<file path="src/rtl/game_input_pkg.sv">
// Shared indices and types for the game input conditioner.
package game_input_pkg;

    localparam int KEY_RIGHT = 1;
    localparam int KEY_SHOOT = 2;
    localparam int KEY_LEFT  = 3;

    localparam int SW_AUTOFIRE = 0;
    localparam int SW_DAMAGE   = 7;
    localparam int SW_RAPID    = 8;
    localparam int SW_GOD      = 9;

    // Bit positions in the packed vector of conditioned inputs (pressed/on = 1).
    localparam int IN_LEFT    = 0;
    localparam int IN_RIGHT   = 1;
    localparam int IN_SHOOT   = 2;
    localparam int IN_AUTO    = 3;
    localparam int IN_DAMAGE  = 4;
    localparam int IN_RAPID   = 5;
    localparam int IN_GOD     = 6;
    localparam int NUM_INPUTS = 7;

    typedef enum logic {
        IDLE = 1'b0,
        HOLD = 1'b1
    } fire_state_t;

endpackage

</file>
<file path="src/rtl/input_debouncer.sv">
// Two-flop synchronizer followed by a counter debouncer; the state only
// changes after the synchronized input has differed for DEBOUNCE_CYCLES cycles.
module input_debouncer #(
    parameter int DEBOUNCE_CYCLES = 250000,
    parameter int CNT_W           = 18
) (
    input  logic clk,
    input  logic reset,
    input  logic din,
    output logic dout
);

    localparam logic [CNT_W-1:0] CNT_LAST = CNT_W'(DEBOUNCE_CYCLES - 1);

    logic             sync_1;
    logic             sync_2;
    logic             state;
    logic [CNT_W-1:0] cnt;

    always_ff @(posedge clk) begin
        if (reset) begin
            sync_1 <= 1'b0;
            sync_2 <= 1'b0;
            state  <= 1'b0;
            cnt    <= '0;
        end else begin
            sync_1 <= din;
            sync_2 <= sync_1;
            // Any return to the settled value restarts the count (glitch rejection).
            if (sync_2 == state) begin
                cnt <= '0;
            end else if (cnt == CNT_LAST) begin
                state <= ~state;
                cnt   <= '0;
            end else begin
                cnt <= cnt + 1'b1;
            end
        end
    end

    assign dout = state;

endmodule

</file>
<file path="src/rtl/game_input_conditioner.sv">
// Conditions raw KEY/SW board inputs into debounced movement, switch levels
// and frame-paced fire pulses for the game controller.
//
// state | meaning
// IDLE  | fire source released; next rising edge fires immediately
// HOLD  | fire source held; repeat pulse every REPEAT_FRAMES frame strobes
module game_input_conditioner
    import game_input_pkg::*;
#(
    parameter int DEBOUNCE_CYCLES = 250000,
    parameter int REPEAT_FRAMES   = 8,
    parameter int CNT_W           = 18
) (
    input  logic       clk,
    input  logic       reset,
    input  logic [3:0] KEY,
    input  logic [9:0] SW,
    input  logic       startOfFrame,
    output logic       left,
    output logic       right,
    output logic       shoot_hold,
    output logic       shoot_pulse,
    output logic       god_mode,
    output logic       rapid_fire,
    output logic       high_damage
);

    localparam int FRM_W = (REPEAT_FRAMES > 1) ? $clog2(REPEAT_FRAMES) : 1;
    localparam logic [FRM_W-1:0] FRM_LAST = FRM_W'(REPEAT_FRAMES - 1);

    logic [NUM_INPUTS-1:0] raw;
    logic [NUM_INPUTS-1:0] db;
    logic                  unused_inputs;

    // Keys are active-low on the board; flip them so every debouncer sees pressed = 1.
    assign raw[IN_LEFT]   = ~KEY[KEY_LEFT];
    assign raw[IN_RIGHT]  = ~KEY[KEY_RIGHT];
    assign raw[IN_SHOOT]  = ~KEY[KEY_SHOOT];
    assign raw[IN_AUTO]   = SW[SW_AUTOFIRE];
    assign raw[IN_DAMAGE] = SW[SW_DAMAGE];
    assign raw[IN_RAPID]  = SW[SW_RAPID];
    assign raw[IN_GOD]    = SW[SW_GOD];

    assign unused_inputs = ^{KEY[0], SW[6:1]};

    for (genvar i = 0; i < NUM_INPUTS; i++) begin : g_db
        input_debouncer #(
            .DEBOUNCE_CYCLES(DEBOUNCE_CYCLES),
            .CNT_W          (CNT_W)
        ) u_debouncer (
            .clk  (clk),
            .reset(reset),
            .din  (raw[i]),
            .dout (db[i])
        );
    end

    // Opposing directions cancel rather than picking a winner.
    assign left        = db[IN_LEFT] & ~db[IN_RIGHT];
    assign right       = db[IN_RIGHT] & ~db[IN_LEFT];
    assign god_mode    = db[IN_GOD];
    assign rapid_fire  = db[IN_RAPID];
    assign high_damage = db[IN_DAMAGE];

    logic        fire_src;
    fire_state_t state;
    fire_state_t state_n;
    logic [FRM_W-1:0] frm_cnt;
    logic [FRM_W-1:0] frm_cnt_n;
    logic        pulse;

    assign fire_src   = db[IN_SHOOT] | db[IN_AUTO];
    assign shoot_hold = fire_src;

    always_ff @(posedge clk) begin
        if (reset) begin
            state   <= IDLE;
            frm_cnt <= '0;
        end else begin
            state   <= state_n;
            frm_cnt <= frm_cnt_n;
        end
    end

    // startOfFrame is a registered strobe from the VGA controller on clk, so
    // gating it here keeps the pulse aligned to the frame cycle itself.
    always_comb begin
        state_n   = state;
        frm_cnt_n = frm_cnt;
        pulse     = 1'b0;
        case (state)
            IDLE: begin
                frm_cnt_n = '0;
                if (fire_src) begin
                    pulse   = 1'b1;
                    state_n = HOLD;
                end
            end
            HOLD: begin
                if (!fire_src) begin
                    state_n   = IDLE;
                    frm_cnt_n = '0;
                end else if (startOfFrame) begin
                    if (frm_cnt == FRM_LAST) begin
                        pulse     = 1'b1;
                        frm_cnt_n = '0;
                    end else begin
                        frm_cnt_n = frm_cnt + 1'b1;
                    end
                end
            end
            default: begin
                state_n   = IDLE;
                frm_cnt_n = '0;
            end
        endcase
    end

    assign shoot_pulse = pulse;

endmodule
</file>
<file path="config.mk">
export PLATFORM = sky130hd
export DESIGN_NAME = game_input_conditioner
export DESIGN_NICKNAME = d
export VERILOG_FILES = /design/src/rtl/game_input_pkg.sv /design/src/rtl/input_debouncer.sv /design/src/rtl/game_input_conditioner.sv
export SDC_FILE = /design/constraint.sdc
export NUM_CORES = 1
export LEC_CHECK = 0
export CAP_MARGIN = 0
export CORE_MARGIN = 3
export CORE_UTILIZATION = 35
export CTS_BUF_LIST = sky130_fd_sc_hd__clkbuf_8
export DETAILED_ROUTE_END_ITERATION = 8
export GPL_TIMING_DRIVEN = 0
export RECOVER_POWER = 50
export SETUP_SLACK_MARGIN = 0.15
export SLEW_MARGIN = 20
export SYNTH_ARGS = -nofsm -noshare
export SYNTH_HDL_FRONTEND = slang
export SYNTH_SLANG_ARGS = --single-unit
</file>
<file path="constraint.sdc">
create_clock -name clk -period 5.2 [get_ports clk]
set_clock_uncertainty 0.05 [all_clocks]
set_input_delay 1.56 -clock clk [delete_from_list [all_inputs] [get_ports clk]]
set_output_delay 1.56 -clock clk [all_outputs]
set_load 0.02 [all_outputs]
</file>
==> results of run 1 <==
## metrics by stage
| step | hold WS [ns] | utilization [%] | area, um2 |
|---|---|---|---|
| 3_3_place_gp | 0.366 | 38.8 | 7110 |
| 4_1_cts | 0.391 | 41.0 | 7520 |
| 5_1_grt | 0.406 | 40.6 | 7450 |
| 2_1_floorplan | 0.364 | - | 6680 |
| 3_5_place_dp | 0.372 | 38.8 | 7110 |
| 6_report | 0.386 | 40.6 | 7450 |
## cells in the mapped netlist, types with 9 or more instances
master and count:
dfxtp_1 151, nor2_1 141, xnor2_1 78, nand3_1 42, nand4_1 34, nor4_1 33, nor3_1 31, nand2_1 30
xor2_1 27, inv_1 26, a21oi_1 18, nor2b_1 13, clkbuf_1 9, ha_1 9
## worst max path at each step
stage,from,end,cells after the start
final,startOfFrame,shoot_pulse,4
after global routing,startOfFrame,shoot_pulse,4
after CTS,startOfFrame,shoot_pulse,4
after detailed placement,startOfFrame,shoot_pulse,4
after global placement,startOfFrame,shoot_pulse,4
after floorplan,startOfFrame,shoot_pulse,2
## state kept, by name, indices dropped and copies added, names as in the netlist
register,cells
frm_cnt,3
g_db.u_debouncer.cnt,126
g_db.u_debouncer.dout,7
g_db.u_debouncer.sync_1,7
g_db.u_debouncer.sync_2,7
state,1
## metal layers
metal | up-vias | global-route usage [%] | routed length (um)
met4 | 0 | 4.31 | 171
met3 | 18 | 3.97 | 338
met2 | 45 | 19.1 | 5380
met5 | - | 0 | 0
li1 | 2681 | - | -
met1 | 2303 | 17.2 | 6330
## worst reg2reg max path: stages, from the launching register on
cell,delay [ns]
dfxtp_1,0.38
ha_1,0.20
nand3_1,0.26
o41ai_1,1.17
buf_2,0.39
nor2_1,0.07
## kinds of logic after synthesis
family / count (synthesis) / share of synthesized area (%)
AND/OR/NAND/NOR: 387 / 30.6
XOR/XNOR: 105 / 13.8
flip-flops: 151 / 45.3
adder cells (fa/ha/maj): 9 / 1.69
buffers and inverters: 45 / 2.94
AO/OA/AOI/OAI: 47 / 5.15
multiplexers: 4 / 0.600
## power breakdown
part           switching, mW  internal, mW
Combinational         0.0192        0.0131
Clock                  0.431         0.477
Sequential           0.00337          1.16
Total                  0.454          1.65
## cell type report
| class | instances | area (um2) |
|---|---|---|
| clock buffer | 21 | 289 |
| fill | 1865 | 10900 |
| timing repair buffer | 15 | 150 |
| buffer | 19 | 83.8 |
| sequential | 151 | 3020 |
| clock inverter | 11 | 120 |
| tap | 229 | 287 |
| multi-input combinational | 552 | 3400 |
| inverter | 26 | 97.6 |
## cells in the final DEF (no fill, tap or decap), types with 11 or more instances in the layout
master	count
nand2_1	30
xnor2_1	78
o21ai_0	13
dfxtp_1	151
nand4_1	34
nor3_1	31
clkdlybuf4s50_1	13
nor4_1	33
nand3_1	43
clkbuf_1	11
a21oi_1	18
clkbuf_8	21
inv_1	27
nor2_1	141
xor2_1	27
nor2b_1	13
==> metrics.md, run 1 <==
| Metric | Value |
|---|---|
| Slowest cell on crit path | `clkdlybuf4s50_1` |
| Worst hold start | `g_db[6].u_debouncer.sync_1` |
| Reg-to-reg endpoint | `g_db[4].u_debouncer.cnt[9]` |
| Port Buf Inserts | `15` |
| Worst EP required | `3.59 ns` |
| Routed vias/inst | `4.93` |
| Yosys warning count | `0` |
| Fin crit period | `4.58 ns` |
| Post-synth EDFFs | `0` |
| Dpl cells | `992` |
| CTS tree | `built` |
| Slew HR | `15.5%` |
| Routability congestion estimate | `0.788` |
| PD cells | `283 nW/um2` |
| Std cell rows | `49` |
| Net count after synthesis | `774` |
| Post-synthesis sequential area ratio | `45.3%` |
| Worst slew pin tran | `1.25 ns` |
| Post-Route WL | `12.2 mm` |
| Hpwl dp | `8.60 mm` |
| Clock slew at reported path FFs | `0.07 ns` |
| Antenna viol nets, final | `0` |
| Area of the die | `20800 um2` |
| Flop2flop setup slack | `2.58 ns` |
| CP Capture Type | `primary output` |
| Share of the synthesized area in the top cell type | `45.3%` |
| FFs w/ async S/R, synth | `0%` |
| Mean post-synth cell area | `8.93 um2` |
| Kind of critical path | `input port to primary output` |
| Fin Setup TNS | `0 ns` |
| Highest clock rate | `218 MHz` |
| Hold Path End | `g_db[6].u_debouncer.sync_2` |
| Die height | `144 um` |
| Min-Delay Path Class | `flop to flop` |
| Hold Fails Final Rpt | `0` |
| Num CTS Buffers | `17` |
| Final nets | `808` |
| # resized after CTS | `0` |
| Hold Path Depth | `1` |
| Clock Latency Late Sink | `0.45 ns` |
| Fin worst setup slack | `0.616 ns` |
| Buffers & Inverters on Critical Path | `2` |
| Ranking of synthesized cells by area | `dfxtp_1 (45%), xnor2_1 (10%), nor2_1 (7.9%), xor2_1 (3.5%), nand4_1 (3.2%)` |
| Crit path top cell by count | `clkdlybuf4s50_1` |
| CP max FO | `5` |
| Share of layout cells above drive strength 1 | `7.30%` |
| Mapped Area | `6680 um2` |
| Largest net degree at the start of global routing | `17` |
| Global-route wire length before repair | `21.4 mm` |
| Area Growth Syn to Fin | `11.5%` |
| R2R depth | `5` |
| Layout Cells excl Fill | `1024` |
| Setup slack at placement | `0.618 ns` |
| Overall routing resource usage | `12.7%` |
| H-tree level count | `4` |
| Slowest Stage Delay on Critical Path | `0.62 ns` |
| Clock Sinks | `151` |
| Post-synth cell types | `49` |
| Core footprint | `18300 um2` |
| GRT overflow | `0` |
| Antenna diodes | `0` |
| Pwr Total | `2.11 mW` |
| CP arrival | `2.97 ns` |
| Starting DRT DRC Count | `176` |
| DR WL/cell | `11.9 um` |
| Critical path, cell by cell | `clkdlybuf4s50_1 > nand2_1 > a21oi_1 > clkdlybuf4s50_1` |
| Vias in the first global route | `4591` |
| RSZ-0062 raised after global routing | `false` |
| # IOs | `24` |
| Final setup vio count | `0` |
| Peak VDD IR | `0.000197 V` |
| Initial antenna violation count | `0` |
| Post-CTS Hold Buffers | `0` |
| Crit start category | `input port` |
| DIE WIDTH | `144 um` |
| Max-Cap Viols | `0` |
| Starting Density | `36.4%` |
| Synth Register Bits | `151` |
| Final period util | `88.2%` |
| Buffers from clock root to sink, at most | `2` |
| CP top delay family | `buffers and inverters` |
| Residual DRC count | `0` |
| Pins Over Slew Limit | `0` |
| Post-Synthesis Cells | `748` |
| 1st-pass router iterations | `4` |
| R2R Path Start | `g_db[4].u_debouncer.cnt[0]` |
| Cell at the root of the clock tree | `clkbuf_8` |
| Leak Pwr | `2.16 nW` |
| Setup Buffers After CTS | `0` |
| Outcome | `complete, no violations` |
| Synth area leader | `dfxtp_1` |
| Via count | `5047` |
| Top FF cell, synth | `dfxtp_1` |
Power figures use the tool's default switching activity.
==> run 2, diff against run 1 <==
--- a/config.mk
+++ b/config.mk
@@ -11,6 +11,7 @@
 export CTS_BUF_LIST = sky130_fd_sc_hd__clkbuf_8
 export DETAILED_ROUTE_END_ITERATION = 8
 export GPL_TIMING_DRIVEN = 0
+export PLACE_DENSITY = 0.55
 export RECOVER_POWER = 50
 export SETUP_SLACK_MARGIN = 0.15
 export SLEW_MARGIN = 20
==> metrics.md, run 2 (synthesis gave the netlist of run 1 again) <==
| Metric | Value |
|---|---|
| Outcome | `complete, no violations` |
| CP endpoint | `shoot_pulse` |
| Hold Fails Final Rpt | `0` |
| Commonest non-fill, non-tap cell in the layout | `dfxtp_1` |
| Port Buf Inserts | `15` |
| Clock slew at reported path FFs | `0.07 ns` |
| CP arrival | `2.99 ns` |
| Global-route wire length before repair | `21.5 mm` |
| Buffers from clock root to sink, at most | `2` |
| Num CTS Buffers | `17` |
| Routed vias/inst | `4.88` |
| Critical path origin | `startOfFrame` |
| Peak VDD IR | `0.000137 V` |
| Area of the die | `20800 um2` |
| Antenna diodes | `0` |
| Core footprint | `18300 um2` |
| Fin crit period | `4.60 ns` |
| GRT overflow | `0` |
| Largest net degree at the start of global routing | `17` |
| Post-CTS Hold Buffers | `0` |
| RSZ-0062 raised after global routing | `false` |
| Leak Pwr | `2.19 nW` |
| Fin Setup TNS | `0 ns` |
| CTS tree | `built` |
| Clock Sinks | `151` |
| Pins Over Slew Limit | `0` |
| Finished Core Util | `40.9%` |
| Initial antenna violation count | `0` |
| DIE WIDTH | `144 um` |
| Worst EP required | `3.59 ns` |
| Max reg flops | `126` |
| # resized after CTS | `0` |
| Final period util | `88.5%` |
| Area Growth Syn to Fin | `12.3%` |
| Cell at the root of the clock tree | `clkbuf_8` |
| Crit start category | `input port` |
| Die height | `144 um` |
| Hpwl dp | `8.65 mm` |
| Overall routing resource usage | `12.7%` |
| CP Capture Type | `primary output` |
| Via count | `4993` |
| Clock Latency Late Sink | `0.43 ns` |
| Max-Cap Viols | `0` |
| Starting DRT DRC Count | `234` |
| Flop2flop setup slack | `2.50 ns` |
| Residual DRC count | `0` |
| # IOs | `24` |
| Most flops, register | `g_db.u_debouncer.cnt` |
| Routability congestion estimate | `0.782` |
| Starting Density | `36.4%` |
| Most frequent cells in the layout | `dfxtp_1 (151), nor2_1 (141), xnor2_1 (78), nand3_1 (43), nand4_1 (34)` |
| Setup Buffers After CTS | `0` |
| Reg-to-reg endpoint | `g_db[0].u_debouncer.cnt[10]` |
| R2R Path Start | `g_db[0].u_debouncer.cnt[0]` |
| Min-Delay Path Class | `flop to flop` |
| CP max FO | `5` |
| 1st-pass router iterations | `4` |
| Final nets | `808` |
| Std cell rows | `49` |
| Share of layout cells above drive strength 1 | `7.05%` |
| Slew HR | `12.0%` |
| Kind of critical path | `input port to primary output` |
| Antenna viol nets, final | `0` |
| DR WL/cell | `12.2 um` |
| Worst slew pin tran | `1.30 ns` |
| Vias in the first global route | `4726` |
| H-tree level count | `4` |
| PD cells | `297 nW/um2` |
| R2R depth | `6` |
| Post-Route WL | `12.5 mm` |
| Highest clock rate | `217 MHz` |
| Final setup vio count | `0` |
[run 2: power breakdown]
group / switching (mW) / internal, mW
Combinational: 0.0192 / 0.0132
Clock: 0.415 / 0.616
Sequential: 0.00341 / 1.16
[run 2: final cells by class]
type / count / area [um2]
Tap cell: 229 / 287
Timing Repair Buffer: 15 / 150
Clock inverter: 10 / 174
Fill cell: 1809 / 10800
Multi-Input combinational cell: 552 / 3400
Sequential cell: 151 / 3020
Inverter: 26 / 97.6
Buffer: 19 / 80.1
Clock buffer: 21 / 289
[run 2: stage by stage]
stage | hold slack, ns | cell area, um2 | setup WS (ns) | std cells | power, mW
final | 0.389 | 7500 | 0.599 | 1023 | 2.23
after global routing | 0.412 | 7500 | 0.503 | 1023 | 2.32
after CTS | 0.393 | 7580 | 0.599 | 1023 | 2.27
after detailed placement | 0.377 | 7110 | 0.618 | 992 | 1.23
after global placement | 0.368 | 7110 | 0.594 | 992 | 1.23
after floorplan | 0.364 | 6680 | 1.63 | 748 | 1.21
[run 2: per-layer routing]
layer  track usage [%]  up-vias  part of all wire, %
li1                  -     2676                    -
met1              17.3     2254                   53
met2              19.5       58                   43
met3              3.84        5                  3.4
met4              3.87        0                 0.84
met5                 0        -                    0
[run 2: how the worst min path moves through the flow]
stage,start,endpoint,slack (ns),depth (start not counted)
finish,g_db[0].u_debouncer.sync_1,g_db[0].u_debouncer.sync_2,0.39,1
global placement,g_db[1].u_debouncer.sync_1,g_db[1].u_debouncer.sync_2,0.37,1
floorplan,g_db[0].u_debouncer.sync_1,g_db[0].u_debouncer.sync_2,0.36,1
global route,g_db[5].u_debouncer.cnt[0],g_db[5].u_debouncer.cnt[0],0.41,1
detailed placement,g_db[1].u_debouncer.sync_1,g_db[1].u_debouncer.sync_2,0.38,1
CTS,g_db[1].u_debouncer.sync_1,g_db[1].u_debouncer.sync_2,0.39,1
[run 2: worst max-delay path, cell delays in order]
cell	delay (ns)
clkdlybuf4s50_1	0.58
nand2_1	0.08
a21oi_1	0.15
clkdlybuf4s50_1	0.62
